[src/rtl/opdec_pkg.sv]
// opdec_pkg: constants and types shared by the op stream decoder.
//   - Opcode bytes, checked against op[15:8], and the full power-on word.
//   - audio_mode encodings. The FSM state values equal these encodings, so
//     audio_mode is the state register itself.
//   - classify_op(): maps a 16-bit op word to its op class.
package opdec_pkg;

    localparam logic [7:0]  OP_START22  = 8'h1f;
    localparam logic [7:0]  OP_START44  = 8'h0f;
    localparam logic [7:0]  OP_SAMPLE   = 8'hc7;
    localparam logic [7:0]  OP_ALL1     = 8'hff;
    localparam logic [15:0] OP_POWER_ON = 16'hc5ef;

    localparam logic [1:0] AUDIO_IDLE = 2'b00;
    localparam logic [1:0] AUDIO_22K  = 2'b01;
    localparam logic [1:0] AUDIO_44K  = 2'b10;

    typedef enum logic [1:0] {
        ST_IDLE  = AUDIO_IDLE,
        ST_RUN22 = AUDIO_22K,
        ST_RUN44 = AUDIO_44K
    } state_t;

    typedef enum logic [2:0] {
        OPC_UNKNOWN,
        OPC_START22,
        OPC_START44,
        OPC_SAMPLE,
        OPC_ALL1,
        OPC_POWER_ON
    } op_class_t;

    // The power-on word is matched in full first. Its high byte (0xc5) does
    // not collide with any other opcode byte.
    function automatic op_class_t classify_op(input logic [15:0] w);
        op_class_t c;
        c = OPC_UNKNOWN;
        if (w == OP_POWER_ON) begin
            c = OPC_POWER_ON;
        end else begin
            case (w[15:8])
                OP_START22: c = OPC_START22;
                OP_START44: c = OPC_START44;
                OP_SAMPLE:  c = OPC_SAMPLE;
                OP_ALL1:    c = OPC_ALL1;
                default:    c = OPC_UNKNOWN;
            endcase
        end
        return c;
    endfunction

endpackage

[src/rtl/sample_fifo.sv]
// sample_fifo: synchronous FIFO for the decoded sample bytes.
// Parameters: DEPTH (power of two, >= 2), WIDTH (data width).
// Ports:
//   clk, reset     clock and asynchronous active-high reset
//   push/push_data write one entry (ignored when full)
//   pop/pop_data   pop_data always shows the head entry; pop removes it
//                  (ignored when empty)
//   flush          empties the FIFO; wins over a push or pop in the same cycle
//   full, empty    occupancy flags
module sample_fifo #(
    parameter int DEPTH = 4,
    parameter int WIDTH = 8
) (
    input  logic             clk,
    input  logic             reset,
    input  logic             push,
    input  logic [WIDTH-1:0] push_data,
    input  logic             pop,
    output logic [WIDTH-1:0] pop_data,
    input  logic             flush,
    output logic             full,
    output logic             empty
);

    localparam int AW = $clog2(DEPTH);

    logic [WIDTH-1:0] mem [DEPTH];
    logic [AW-1:0]    wr_ptr;
    logic [AW-1:0]    rd_ptr;
    logic [AW:0]      count;
    logic             do_push;
    logic             do_pop;

    assign full     = (count == (AW + 1)'(DEPTH));
    assign empty    = (count == '0);
    assign do_push  = push && !full;
    assign do_pop   = pop && !empty;
    assign pop_data = mem[rd_ptr];

    // DEPTH is a power of two, so the pointers wrap by natural overflow.
    always_ff @(posedge clk or posedge reset) begin
        if (reset) begin
            wr_ptr <= '0;
            rd_ptr <= '0;
            count  <= '0;
        end else if (flush) begin
            wr_ptr <= '0;
            rd_ptr <= '0;
            count  <= '0;
        end else begin
            if (do_push) begin
                wr_ptr <= wr_ptr + 1'b1;
            end
            if (do_pop) begin
                rd_ptr <= rd_ptr + 1'b1;
            end
            case ({do_push, do_pop})
                2'b10:   count <= count + 1'b1;
                2'b01:   count <= count - 1'b1;
                default: count <= count;
            endcase
        end
    end

    // The storage needs no reset: count and the pointers decide what is valid.
    always_ff @(posedge clk) begin
        if (do_push && !flush) begin
            mem[wr_ptr] <= push_data;
        end
    end

endmodule

[src/rtl/op_stream_decoder.sv]
// op_stream_decoder: decodes a stream of 16-bit op words into audio mode
// control, event pulses and a buffered stream of sample bytes.
// Optional feature: define OPDEC_STATS_EN to add the unknown_count output.
// Parameters:
//   FIFO_DEPTH  sample FIFO entries (power of two, >= 2)
//   RESET_RUN   consecutive all-1 ops that trigger a soft reset (>= 1)
//   TIMEOUT_CYC idle cycles in an audio mode before returning to idle (>= 2)
// Ports:
//   clk, reset                        clock, asynchronous active-high reset
//   op_valid, op, op_ready            op word input handshake
//   sample_valid, sample_data,
//   sample_ready                      sample byte output handshake
//   audio_mode                        00 idle, 01 22 kHz, 10 44 kHz (FSM state)
//   audio_start_pulse, power_on_pulse,
//   soft_reset_pulse                  one-cycle event pulses
//   orphan_sample                     sticky: a sample op arrived while idle
//   unknown_count                     (OPDEC_STATS_EN) saturating unknown-op count
//
// Handshakes: a transfer happens on a rising clock edge where valid and ready
// are both 1. A valid source holds its data stable until that edge; ready may
// change at any time and does not depend on valid. op_ready is !fifo_full;
// sample_valid is !fifo_empty.
module op_stream_decoder
    import opdec_pkg::*;
#(
    parameter int FIFO_DEPTH  = 4,
    parameter int RESET_RUN   = 2,
    parameter int TIMEOUT_CYC = 4096
) (
    input  logic        clk,
    input  logic        reset,
    input  logic        op_valid,
    input  logic [15:0] op,
    output logic        op_ready,
    output logic        sample_valid,
    output logic [7:0]  sample_data,
    input  logic        sample_ready,
    output logic [1:0]  audio_mode,
    output logic        audio_start_pulse,
    output logic        power_on_pulse,
    output logic        soft_reset_pulse,
    output logic        orphan_sample
`ifdef OPDEC_STATS_EN
    ,
    output logic [15:0] unknown_count
`endif
);

    localparam int IDLE_W = $clog2(TIMEOUT_CYC);
    localparam int ONES_W = $clog2(RESET_RUN + 1);

    state_t            state;
    state_t            state_next;
    op_class_t         op_class;
    logic [IDLE_W-1:0] idle_cnt;
    logic [ONES_W-1:0] ones_cnt;

    logic accept;
    logic is_start;
    logic is_sample;
    logic is_all1;
    logic soft_reset;
    logic clear_idle;
    logic timeout;
    logic fifo_push;
    logic fifo_pop;
    logic fifo_full;
    logic fifo_empty;

    assign op_ready     = !fifo_full;
    assign sample_valid = !fifo_empty;
    assign audio_mode   = state;

    assign accept    = op_valid && op_ready;
    assign op_class  = classify_op(op);
    assign is_start  = accept && (op_class == OPC_START22 || op_class == OPC_START44);
    assign is_sample = accept && (op_class == OPC_SAMPLE);
    assign is_all1   = accept && (op_class == OPC_ALL1);

    // The all-1 op that completes the run triggers the soft reset directly,
    // so the pulse lands one cycle after that op is accepted.
    assign soft_reset = is_all1 && (ones_cnt == ONES_W'(RESET_RUN - 1));

    // Only samples and starts count as activity for the idle timeout. A
    // clearing op in the timeout cycle keeps the mode alive.
    assign clear_idle = is_sample || is_start;
    assign timeout    = (state != ST_IDLE) && !clear_idle
                        && (idle_cnt == IDLE_W'(TIMEOUT_CYC - 1));

    assign fifo_push = is_sample && (state != ST_IDLE);
    assign fifo_pop  = sample_valid && sample_ready;

    sample_fifo #(
        .DEPTH (FIFO_DEPTH),
        .WIDTH (8)
    ) u_fifo (
        .clk       (clk),
        .reset     (reset),
        .push      (fifo_push),
        .push_data (op[7:0]),
        .pop       (fifo_pop),
        .pop_data  (sample_data),
        .flush     (soft_reset),
        .full      (fifo_full),
        .empty     (fifo_empty)
    );

    // Next-state logic. Soft reset outranks everything, then starts (which
    // also restart a running mode), then the idle timeout.
    always_comb begin
        state_next = state;
        if (soft_reset) begin
            state_next = ST_IDLE;
        end else if (accept && op_class == OPC_START22) begin
            state_next = ST_RUN22;
        end else if (accept && op_class == OPC_START44) begin
            state_next = ST_RUN44;
        end else if (timeout) begin
            state_next = ST_IDLE;
        end
    end

    always_ff @(posedge clk or posedge reset) begin
        if (reset) begin
            state             <= ST_IDLE;
            idle_cnt          <= '0;
            ones_cnt          <= '0;
            audio_start_pulse <= 1'b0;
            power_on_pulse    <= 1'b0;
            soft_reset_pulse  <= 1'b0;
            orphan_sample     <= 1'b0;
        end else begin
            state <= state_next;

            // The counter only runs while an audio mode is held; it can never
            // pass TIMEOUT_CYC-1 because the timeout then forces IDLE.
            if (state_next == ST_IDLE || clear_idle) begin
                idle_cnt <= '0;
            end else begin
                idle_cnt <= idle_cnt + 1'b1;
            end

            // Cycles without an accepted op leave the run count alone.
            if (accept) begin
                if (soft_reset || !is_all1) begin
                    ones_cnt <= '0;
                end else begin
                    ones_cnt <= ones_cnt + 1'b1;
                end
            end

            audio_start_pulse <= is_start;
            power_on_pulse    <= accept && (op_class == OPC_POWER_ON);
            soft_reset_pulse  <= soft_reset;

            if (soft_reset) begin
                orphan_sample <= 1'b0;
            end else if (is_sample && state == ST_IDLE) begin
                orphan_sample <= 1'b1;
            end
        end
    end

`ifdef OPDEC_STATS_EN
    always_ff @(posedge clk or posedge reset) begin
        if (reset) begin
            unknown_count <= '0;
        end else if (soft_reset) begin
            unknown_count <= '0;
        end else if (accept && op_class == OPC_UNKNOWN && unknown_count != 16'hffff) begin
            unknown_count <= unknown_count + 1'b1;
        end
    end
`endif

endmodule

[config.mk]
export PLATFORM = sky130hd
export DESIGN_NAME = op_stream_decoder
export DESIGN_NICKNAME = d
export VERILOG_FILES = /design/src/rtl/opdec_pkg.sv /design/src/rtl/sample_fifo.sv /design/src/rtl/op_stream_decoder.sv
export SDC_FILE = /design/constraint.sdc
export NUM_CORES = 1
export LEC_CHECK = 0
export BUFFER_PORTS_ARGS = -buffer_cell sky130_fd_sc_hd__buf_4
export CORE_ASPECT_RATIO = 0.9
export CORE_MARGIN = 5
export CORE_UTILIZATION = 30
export CTS_CLUSTER_DIAMETER = 100
export DETAILED_ROUTE_END_ITERATION = 7
export MAX_ROUTING_LAYER = met4
export PLACE_DENSITY = 0.49
export SLEW_MARGIN = 20
export SYNTH_ARGS = -nofsm -noshare
export SYNTH_HDL_FRONTEND = slang
export SYNTH_SLANG_ARGS = --single-unit
[constraint.sdc]
create_clock -name clk -period 2.6 [get_ports clk]
set_input_delay 0.65 -clock clk [delete_from_list [all_inputs] [get_ports clk]]
set_output_delay 0.65 -clock clk [all_outputs]
set_load 0.01 [all_outputs]
==> flow_metrics.env <==
export IMPL_root_buffer="clkbuf_8"
export IMPL_grt_max_degree=28
export IMPL_utilization_pct=38.2
export IMPL_slew_headroom_pct=66.2
export IMPL_required_ns=1.95
export IMPL_design_core_area_um2=8570
export IMPL_clk_path_buf_depth=2
export IMPL_grt_pass1_vias=1698
export IMPL_cpPeakStageDelay_ns=0.55
export IMPL_cts_reportedPaths_clkPinSlew_ns=0.07
export IMPL_synth_seq_area_share_pct=62.1
export IMPL_critical_path_class="flop to output port"
export IMPL_postCtsHoldBufs=0
export IMPL_skew_ns=0.00861
export IMPL_timing_critical_path_to_type="output port"
export IMPL_antenna_found_initial=0
export IMPL_p_leak_nw=1.34
export IMPL_vias=1653
export IMPL_worstPathArrival_ns=1.58
export IMPL_synth_area_per_cell_um2=13.4
export IMPL_grt_pass1_wl_um=8570
export IMPL_port_buffers=35
export IMPL_cp_max_fo=10
export IMPL_nets=272
export IMPL_drt_wl_total_um=5100
export IMPL_yosys_cell_types_count=40
export IMPL_firstDrtPassIters=4
export IMPL_start_kind="flop"
export IMPL_fin_tns_setup_ns=0
export IMPL_critPathMostFrequentCell="buf_4"
export IMPL_yosys_area_top_type="edfxtp_1"
export IMPL_viasPerCell=4.48
export IMPL_hold_class="input port to async pin"
export IMPL_slew_viol_final=0
export IMPL_syn2layout_area_growth_pct=24.2
export IMPL_fin_ws_ns=0.365
export IMPL_worst_slew_pin_slew_ns=0.501
export IMPL_start_util_pct=30.8
export IMPL_cts_setup_buffers=0
export IMPL_post_route_period_util_pct=86.0
export IMPL_gp_congestion=0.704
export IMPL_ys_ff_latch=59
export IMPL_yosysTopAreaCellShare_pct=36.5
export IMPL_die_w_um=109
export IMPL_yosysWarnings=0
export IMPL_synth_edf_count=32
export IMPL_ant_nets=0
export IMPL_die_area_um2=10800
export IMPL_final_layout_size_suffix_gt1_share_pct=28.0
export IMPL_slowest_stage="mux4_2"
export IMPL_syn_area_um2=2640
export IMPL_p_per_area_nw_per_um2=780
export IMPL_hpwl_um=3700
export IMPL_finalSetupViolCount=0
export IMPL_peakVddDrop_mv=0.296
export IMPL_diodes=0
export IMPL_synthFlopType="edfxtp_1"
export IMPL_post_cts_resized=0
export IMPL_hold_violations=0
export IMPL_grt_overflow_total=0
export IMPL_cts_tree="done"
export IMPL_grtUsageTotal_pct=10.8
export IMPL_syn_nets=223
export IMPL_ioPinCount=36
export IMPL_max_freq_mhz=447
export IMPL_cts_sinks=59
export IMPL_drt_iter0_drc=60
export IMPL_min_period_ns=2.23
export IMPL_rsz0062_at_grt="false"
export IMPL_h_tree_depth=3
export IMPL_clkLatencyLatePin_ns=0.33
export IMPL_layout_common_cells="buf_4, edfxtp_1, dfrtp_1"
export IMPL_synthArstFlopShare_pct=45.8
export IMPL_crit_chain="buf_4, mux4_2, buf_4"
export IMPL_mostFrequentLayoutCell="buf_4"
export IMPL_synthCells=196
export IMPL_cap_violations=0
export IMPL_numCtsBuffers=9
export IMPL_status="finished clean"
export IMPL_drcViolationCount=0
export IMPL_rows=32
export IMPL_dpl_worst_slack_ns=0.194
export IMPL_yosys_top_cells_area="edfxtp_1, dfrtp_1, mux4_2"
export IMPL_die_h_um=98.9
export IMPL_routedWlPerCell_um=13.8
[worst max-delay path: cells and delay by family (launching register included)]
kind | cells | cell delay [ns]
DFF | 1 | 0.32
buffers and inverters | 2 | 0.38
muxes | 1 | 0.55
[flip-flops by register name, indices dropped and copies added, names as in the netlist]
register,flops
ones_cnt,2
idle_cnt,12
u_fifo.rd_ptr,2
audio_mode,2
orphan_sample,1
u_fifo.wr_ptr,2
audio_start_pulse,1
u_fifo.count,3
u_fifo.mem,32
soft_reset_pulse,1
power_on_pulse,1
[through the flow]
stage,instance area (um2),power (mW),hold slack (ns),instances
finish,3270,2.55,0.382,369
global route,3270,2.69,0.415,369
CTS,3270,2.60,0.383,369
detailed placement,3070,1.75,0.491,353
global placement,3070,1.75,0.464,353
floorplan,2640,1.49,0.449,196
[final timing paths]
check	slack [ns]	start	cells past startpoint	to
min reg2reg	0.49	idle_cnt[0]	1	idle_cnt[0]
max reg2reg	0.66	audio_mode[0]	8	u_fifo.count[2]
max	0.37	u_fifo.rd_ptr[0]	3	sample_data[0]
min in group clk	0.49	idle_cnt[0]	1	idle_cnt[0]
max in group asynchronous	1.95	reset	3	idle_cnt[9]
min	0.38	reset	3	power_on_pulse
[area by class of cell]
| cell class | count | area, um2 |
|---|---|---|
| repair buffers | 41 | 308 |
| flip-flops and latches | 59 | 1640 |
| inverters | 7 | 26.3 |
| multi-input cells | 127 | 952 |
| clock inverters | 7 | 76.3 |
| clock buffers | 9 | 124 |
| fillers | 857 | 5300 |
| well taps | 119 | 149 |
[metal layers]
layer  share of wire (%)  track usage, %
met1                  46            13.5
met2                  46            16.1
met3                 5.9            4.58
met4                 1.2            2.91
met5                   0               -
[synthesized netlist by cell type, drive strengths merged, types with 3 or more instances]
library cell	instances
edfxtp	32
dfrtp	27
nor2	22
nand2	19
xor2	10
mux4	8
nand3	8
inv	7
nand4	7
ha	6
and3	5
nor3	4
o21ai	4
a21oi	3
buf	3
mux2i	3
o31ai	3
[cell families (layout without fill, tap and decap cells)]
kind of cell             Yosys count  in the layout  synth area share [%]
flip-flops                        59             59                  62.1
AND/OR/NAND/NOR                   82             82                  16.4
buffers and inverters             10             64                  1.76
adder cells (fa/ha/maj)            7              7                  3.61
AO/OA/AOI/OAI                     15             15                  4.13
multiplexers                      11             11                  7.98
XOR/XNOR                          12             12                  3.99
[report_power, final]
group / internal, mW / total [mW] / switching, mW / leakage [nW]
clock: 0.448 / 0.831 / 0.383 / 0.0962
sequential: 1.04 / 1.12 / 0.0821 / 0.642
combinational: 0.326 / 0.600 / 0.274 / 0.602
No activity file was read; power rests on OpenSTA's default activity.
